--- src/rtl/serial_adder_seq.sv ---
// serial_adder_seq: bit-serial adder controller.
// Accepts two WIDTH-bit operands and a carry-in, then feeds one bit pair per
// clock (LSB first) through a one-bit full-adder cell. The carry is kept in a
// flop between bits. Sum bits collect in a shift register, and the result is
// presented over a valid/ready handshake.
module serial_adder_seq #(
    parameter int WIDTH = 8
) (
    input  logic             clk,
    input  logic             rst_n,
    input  logic             in_valid,
    output logic             in_ready,
    input  logic [WIDTH-1:0] op_a,
    input  logic [WIDTH-1:0] op_b,
    input  logic             cin,
    output logic             out_valid,
    input  logic             out_ready,
    output logic [WIDTH-1:0] sum,
    output logic             cout,
    output logic             busy
);

    // WIDTH=2 still needs a 1-bit counter; $clog2 gives exactly that.
    localparam int CW = $clog2(WIDTH);

    typedef enum logic [1:0] {
        IDLE = 2'b00,
        RUN  = 2'b01,
        DONE = 2'b10
    } state_e;

    state_e           state_q, state_d;
    logic [WIDTH-1:0] a_q, a_d;
    logic [WIDTH-1:0] b_q, b_d;
    logic [WIDTH-1:0] sum_q, sum_d;
    logic             carry_q, carry_d;
    logic [CW-1:0]    cnt_q, cnt_d;
    logic             fa_s, fa_c;

    // One-bit full-adder cell: purely combinational, fed only from registers.
    always_comb begin
        fa_s = a_q[0] ^ b_q[0] ^ carry_q;
        fa_c = (a_q[0] & b_q[0]) | (a_q[0] & carry_q) | (b_q[0] & carry_q);
    end

    // Next-state and datapath update for the IDLE/RUN/DONE sequence.
    always_comb begin
        state_d = state_q;
        a_d     = a_q;
        b_d     = b_q;
        sum_d   = sum_q;
        carry_d = carry_q;
        cnt_d   = cnt_q;
        case (state_q)
            IDLE: begin
                if (in_valid) begin
                    a_d     = op_a;
                    b_d     = op_b;
                    carry_d = cin;
                    cnt_d   = '0;
                    state_d = RUN;
                end
            end
            RUN: begin
                sum_d   = {fa_s, sum_q[WIDTH-1:1]};
                a_d     = {1'b0, a_q[WIDTH-1:1]};
                b_d     = {1'b0, b_q[WIDTH-1:1]};
                carry_d = fa_c;
                // Hold the counter on the last bit so it never wraps,
                // even when WIDTH is a power of two.
                if (cnt_q == CW'(WIDTH - 1)) begin
                    state_d = DONE;
                end else begin
                    cnt_d = cnt_q + CW'(1);
                end
            end
            DONE: begin
                if (out_ready) begin
                    state_d = IDLE;
                end
            end
            // The unused encoding 2'b11 falls back to IDLE.
            default: state_d = IDLE;
        endcase
    end

    // State and datapath registers, cleared asynchronously by reset.
    always_ff @(posedge clk or negedge rst_n) begin
        if (!rst_n) begin
            state_q <= IDLE;
            a_q     <= '0;
            b_q     <= '0;
            sum_q   <= '0;
            carry_q <= 1'b0;
            cnt_q   <= '0;
        end else begin
            state_q <= state_d;
            a_q     <= a_d;
            b_q     <= b_d;
            sum_q   <= sum_d;
            carry_q <= carry_d;
            cnt_q   <= cnt_d;
        end
    end

    // Outputs are decoded from registered state only.
    assign in_ready  = (state_q == IDLE);
    assign out_valid = (state_q == DONE);
    assign busy      = (state_q == RUN) || (state_q == DONE);
    assign sum       = sum_q;
    assign cout      = carry_q;

endmodule

--- config.mk ---
export PLATFORM = sky130hd
export DESIGN_NAME = serial_adder_seq
export DESIGN_NICKNAME = d
export VERILOG_FILES = /design/src/rtl/serial_adder_seq.sv
export SDC_FILE = /design/constraint.sdc
export NUM_CORES = 1
export LEC_CHECK = 0
export CAP_MARGIN = 20
export CORE_MARGIN = 2
export CORE_UTILIZATION = 49
export CTS_CLUSTER_SIZE = 14
export DETAILED_ROUTE_END_ITERATION = 7
export PLACE_DENSITY = 0.87
export REMOVE_ABC_BUFFERS = 1
export SLEW_MARGIN = 20
export SYNTH_ARGS = -nofsm -noshare
export SYNTH_HDL_FRONTEND = slang
export SYNTH_SLANG_ARGS = --single-unit
--- constraint.sdc ---
create_clock -name clk -period 2.3 [get_ports clk]
set_clock_uncertainty 0.2 [all_clocks]
set_input_delay 0.46 -clock clk [delete_from_list [all_inputs] [get_ports clk]]
set_output_delay 0.46 -clock clk [all_outputs]
set_load 0.02 [all_outputs]
# Yosys cells after proc, flatten, opt, wreduce, memory -nomap -nowiden
# Index checks and enable logic that the tools add are counted.
# Widths: inputs -> output; s select.
[totals] reg_bits=30 wordCells=40
[op_classes] n_addsub=1 n_eq_ne=7 n_mux=13 n_bitwise=7 reduce_logical=6
[op_table] operator="$pmux 8 s2" n=2
[op_table] operator="$mux 8" n=2
[op_table] operator="$mux 2" n=3
[op_table] operator="$mux 3" n=2
[op_table] operator="$ne 2x2->1 const B" n=3
[op_table] operator="$pmux 2 s3" n=1
[op_table] operator="$pmux 3 s2" n=1
[op_table] operator="$reduce_and 3->1" n=2
[op_table] operator="$add 3x1->3 const B" n=1
[op_table] operator="$and 1x1->1" n=3
[op_table] operator="$eq 3x3->1 const B" n=1
[op_table] operator="$eq 2x1->1 const B" n=1
[op_table] operator="$eq 2x2->1 const B" n=1
[op_table] operator="$logic_not 2->1" n=1
[op_table] operator="$ne 2x1->1 const B" n=1
[op_table] operator="$or 1x1->1" n=2
[op_table] operator="$pmux 1 s2" n=1
[op_table] operator="$reduce_and 2->1" n=1
[op_table] operator="$reduce_bool 2->1" n=1
[op_table] operator="$xor 1x1->1" n=2
[op_table] operator="$logic_or 1x1->1" n=1
[op_table] operator="$mux 1" n=1

# Longest topological paths before layout
[depth] ltp_word=4 ltp_mapped=6 ltp_nobuf=5

# Least setup slack after synthesis
# Ideal clock, no wire load.
[synth_path] path_kind="reg-to-reg" from="register state_q[0]" to="register state_q[0]" setup_time_ns=0.125 t_arrival_ns=1.521 required_ns=1.975 path_slack_ns=0.454 path_stages_with_launch=6 path_buffers=0 period_less_slack_ns=1.846 cell_sequence="dfrtp_1 -> inv_1 -> ha_1 -> and2b_4 -> a221oi_4 -> mux2_4"
[synth_between] elab_chain_len=3 elab_cells_between_ends=8 cone_classes="eq/ne (5); mux (1); reduce/logical (2)"
[synth_lines] item="start, declared" line_no="32" source="state_e state_q, state_d;"
[synth_lines] item="start signal, assigned" line_no="97" source="state_q <= state_d;"
[synth_lines] item="$logic_not 2->1 *"
[synth_lines] item="named net in_ready" line_no="12" source="output logic in_ready,"
[synth_lines] item="$ne 2x2->1 (no source line)"
[synth_lines] item="$reduce_and 3->1 (no source line)"
# The timed path passes the listed nets; every way through them passes the cells marked *.
# A chain may end at the register's enable or synchronous reset.

# Worst setup path after layout
[layout_path] from="register state_q[1]" to="output port in_ready"
[layout_between] elab_chain_len=1
[layout_lines] item="$logic_not 2->1" line_no="107" source="assign in_ready = (state_q == IDLE);"
[layout_lines] item="end, declared" line_no="12"
# No other way between the ends.

==> results.toml <==
[run_status]
status = "finished with violations"
violations = "DRC"

[timing]
hold_viol_final = 0
slew_headroom_pct = 73.9
tightest_slew_ns = 0.383
drv_slew = 0
rsz0062_at_grt = "false"
layout_min_cycle_time_ns = 2.13
max_freq_mhz = 469
setup_slack_ns = 0.168
final-setup-viol-count = 0
fin_crit_sh_pct = 92.7

[global_routing]
first_global_vias = 986
grt_pass1_wl_um = 4200
overflow = 0
track_usage_pct = 16.3
antenna_found_initial = 0
grt_max_degree = 31

[cells_and_area]
fin_nets = 188
fin_area_um2 = 1850
layout-drive-gt1-share_pct = 15.0
n_antenna_cell = 0
area_growth_pct = 25.6
finalNonFillerCells = 191

[synthesis]
synthMostInstantiatedCell = "dfrtp_1"
synth_area_leaders = "dfrtp_1 (51%), mux2i_1 (10%), mux2_2 (6.1%), o21ai_1 (5.8%), ha_1 (5.1%)"
synth.largest_area_cell = "dfrtp_1"
synth_cell_type_count = 20
syn_inst = 123
yosysWarnings = 0
netlist.area_leader.share_pct = 50.9
ys_ff_latch = 30
syn_area_per_cell_um2 = 12.0
ys_top_cells_by_count = "dfrtp_1 (30), nand2_1 (20), o21ai_1 (17), mux2i_1 (15), mux2_2 (8)"
synthFlopType = "dfrtp_1"
synth_edf_count = 0
netlist_area_um2 = 1480
async_flop_share_pct = 100
ys_seq_area_share_pct = 50.9

[placed_design]
placedCellCount = 184
place_ws_ns = 0.191
portBuffers = 32
dpl_cell_area_um2 = 1810
globalplace.congestion = 0.690
dp_hpwl_um = 1820

[power]
combPwrFrac_pct = 53.3
swShare_pct = 38.2
p_leak_nw = 0.832
seqPwrFrac_pct = 36.5
max-vdd-ir-drop_uv = 712
pwr-share-clk_pct = 10.2
power.switching_mw = 0.996
intPower_mw = 1.61
pwr_density_cell_nw_per_um2 = 1410

[drt]
drt-wirelength-per-cell_um = 12.8
num_vias = 985
drcViolationCount = 2
vias_per_cell = 5.16
drt_first_iter_violations = 18
antenna_left = 0
wl_um = 2440
drt-pass1-iter-count = 6

[clocking]
root_buffer = "clkbuf_4"
cts_buffers = 5
cts_resized = 3
htreeDepth = 2
cts_tree = "done"
clock_sinks = 30
post_cts.repair.setup_buffers = 0
hold_buffers = 0
cts.reportedPaths.clkPinSlew_ns = 0.08
insertion_delay_ns = 0.30
clk_path_buf_depth = 2

[setup_path]
worstSetupEndpointType = "primary output"
crit_type = "reg2out"
critPathLaunch = "state_q[1]$_DFFE_PN0P_"
cp.required_ns = 1.64
crit_chain = "inv_1, ha_1, dlygate4sd2_1"
worst-path-max-fanout = 4
startpoint_type = "flip-flop"
worst_ep_arrival_time_ns = 1.47
max_stage_delay_ns = 0.41
cp_slowest_cell = "dfrtp_1"
rr_startpoint = "state_q[1]$_DFFE_PN0P_"

[die]
dieArea_um2 = 3470
fp-row-count = 19
dieHeight_um = 58.9
ios = 33
coreArea_um2 = 2810
start_util_pct = 52.6
die_w_um = 58.9

[run]
cap_violations = 0

[worst_hold_path]
hp-class = "reg2reg"
hp-start = "a_q[3]$_DFFE_PN0P_"
-- per-layer routing --
metal,GRT usage (%),up-vias,part of all wire (%)
met5,0,-,0
met4,7.79,0,2.0
met3,5.27,7,5.0
met2,27.3,27,51
met1,18.8,457,42
li1,-,494,-
-- state kept, by name, summed over array words and instances (netlist names) --
name	flops
state_q	2
b_q	8
a_q	8
cnt_q	3
cout	1
sum	8
-- metrics by stage --
step / TNS (ns) / hold slack (ns) / total power, mW / utilization (%)
3_5_place_dp: 0 / 0.276 / 2.40 / 64.6
6_report: 0 / 0.288 / 2.61 / 66.1
2_1_floorplan: -2.93 / -0.0356 / 1.92 / -
4_1_cts: 0 / 0.296 / 2.65 / 66.1
5_1_grt: 0 / 0.332 / 2.83 / 66.1
3_3_place_gp: 0 / 0.267 / 2.33 / 64.6
-- power by group through the flow --
stage               sequential [mW]  combinational (mW)  clock, mW
finish                        0.951                1.39      0.266
global route                  0.994                1.53      0.307
CTS                           0.957                1.41      0.279
detailed placement            0.967                1.43          0
global placement              0.944                1.38          0
floorplan                      1.03               0.897          0
-- logic make-up (layout without fill, tap and decap cells) --
group / after synthesis / after routing / synth area share, %
AND/OR/NAND/NOR: 26 / 26 / 7.89
AO/OA/AOI/OAI: 24 / 24 / 10.3
flip-flops: 30 / 30 / 50.9
adder cells (fa/ha/maj): 7 / 7 / 6.45
multiplexers: 26 / 26 / 19.8
buffers and inverters: 10 / 47 / 4.58
-- worst paths after layout --
check,to,slack [ns],cells after the start
setup / recovery,in_ready,0.17,3
hold / removal,a_q[3]$_DFFE_PN0P_,0.29,2
setup reg to reg,sum[6]$_DFFE_PN0N_,0.30,4
hold reg to reg,a_q[3]$_DFFE_PN0P_,0.29,2
max in group asynchronous,a_q[0]$_DFFE_PN0P_,1.30,2
min in group asynchronous,sum[3]$_DFFE_PN0N_,0.33,2
-- worst max-delay path, delay by kind of cell, from the launching register on --
kind / cells / cell delay, ns
buf+inv: 2 / 0.47
flops: 1 / 0.41
fa+ha+maj: 1 / 0.28
-- layout by cell type, fill, tap and decap left out, types with 2 or more instances in the layout --
cell type,count
mux2i_1,15
buf_4,4
dfrtp_1,30
mux2_2,8
o21ai_0,3
mux2_4,2
dlygate4sd2_1,3
clkbuf_1,2
ha_1,6
a22o_1,3
inv_1,3
o21ai_1,17
clkbuf_4,5
nand2_1,20
nand2b_1,4
clkdlybuf4s50_1,29
-- area by class of cell --
class | count | area, um2
Clock buffer | 7 | 45.0
Fill cell | 222 | 952
Inverter | 4 | 15.0
Multi-Input combinational cell | 83 | 657
Sequential cell | 30 | 751
Tap cell | 31 | 38.8
Timing Repair Buffer | 36 | 347
Note: power is estimated with default switching activity, not from simulation.
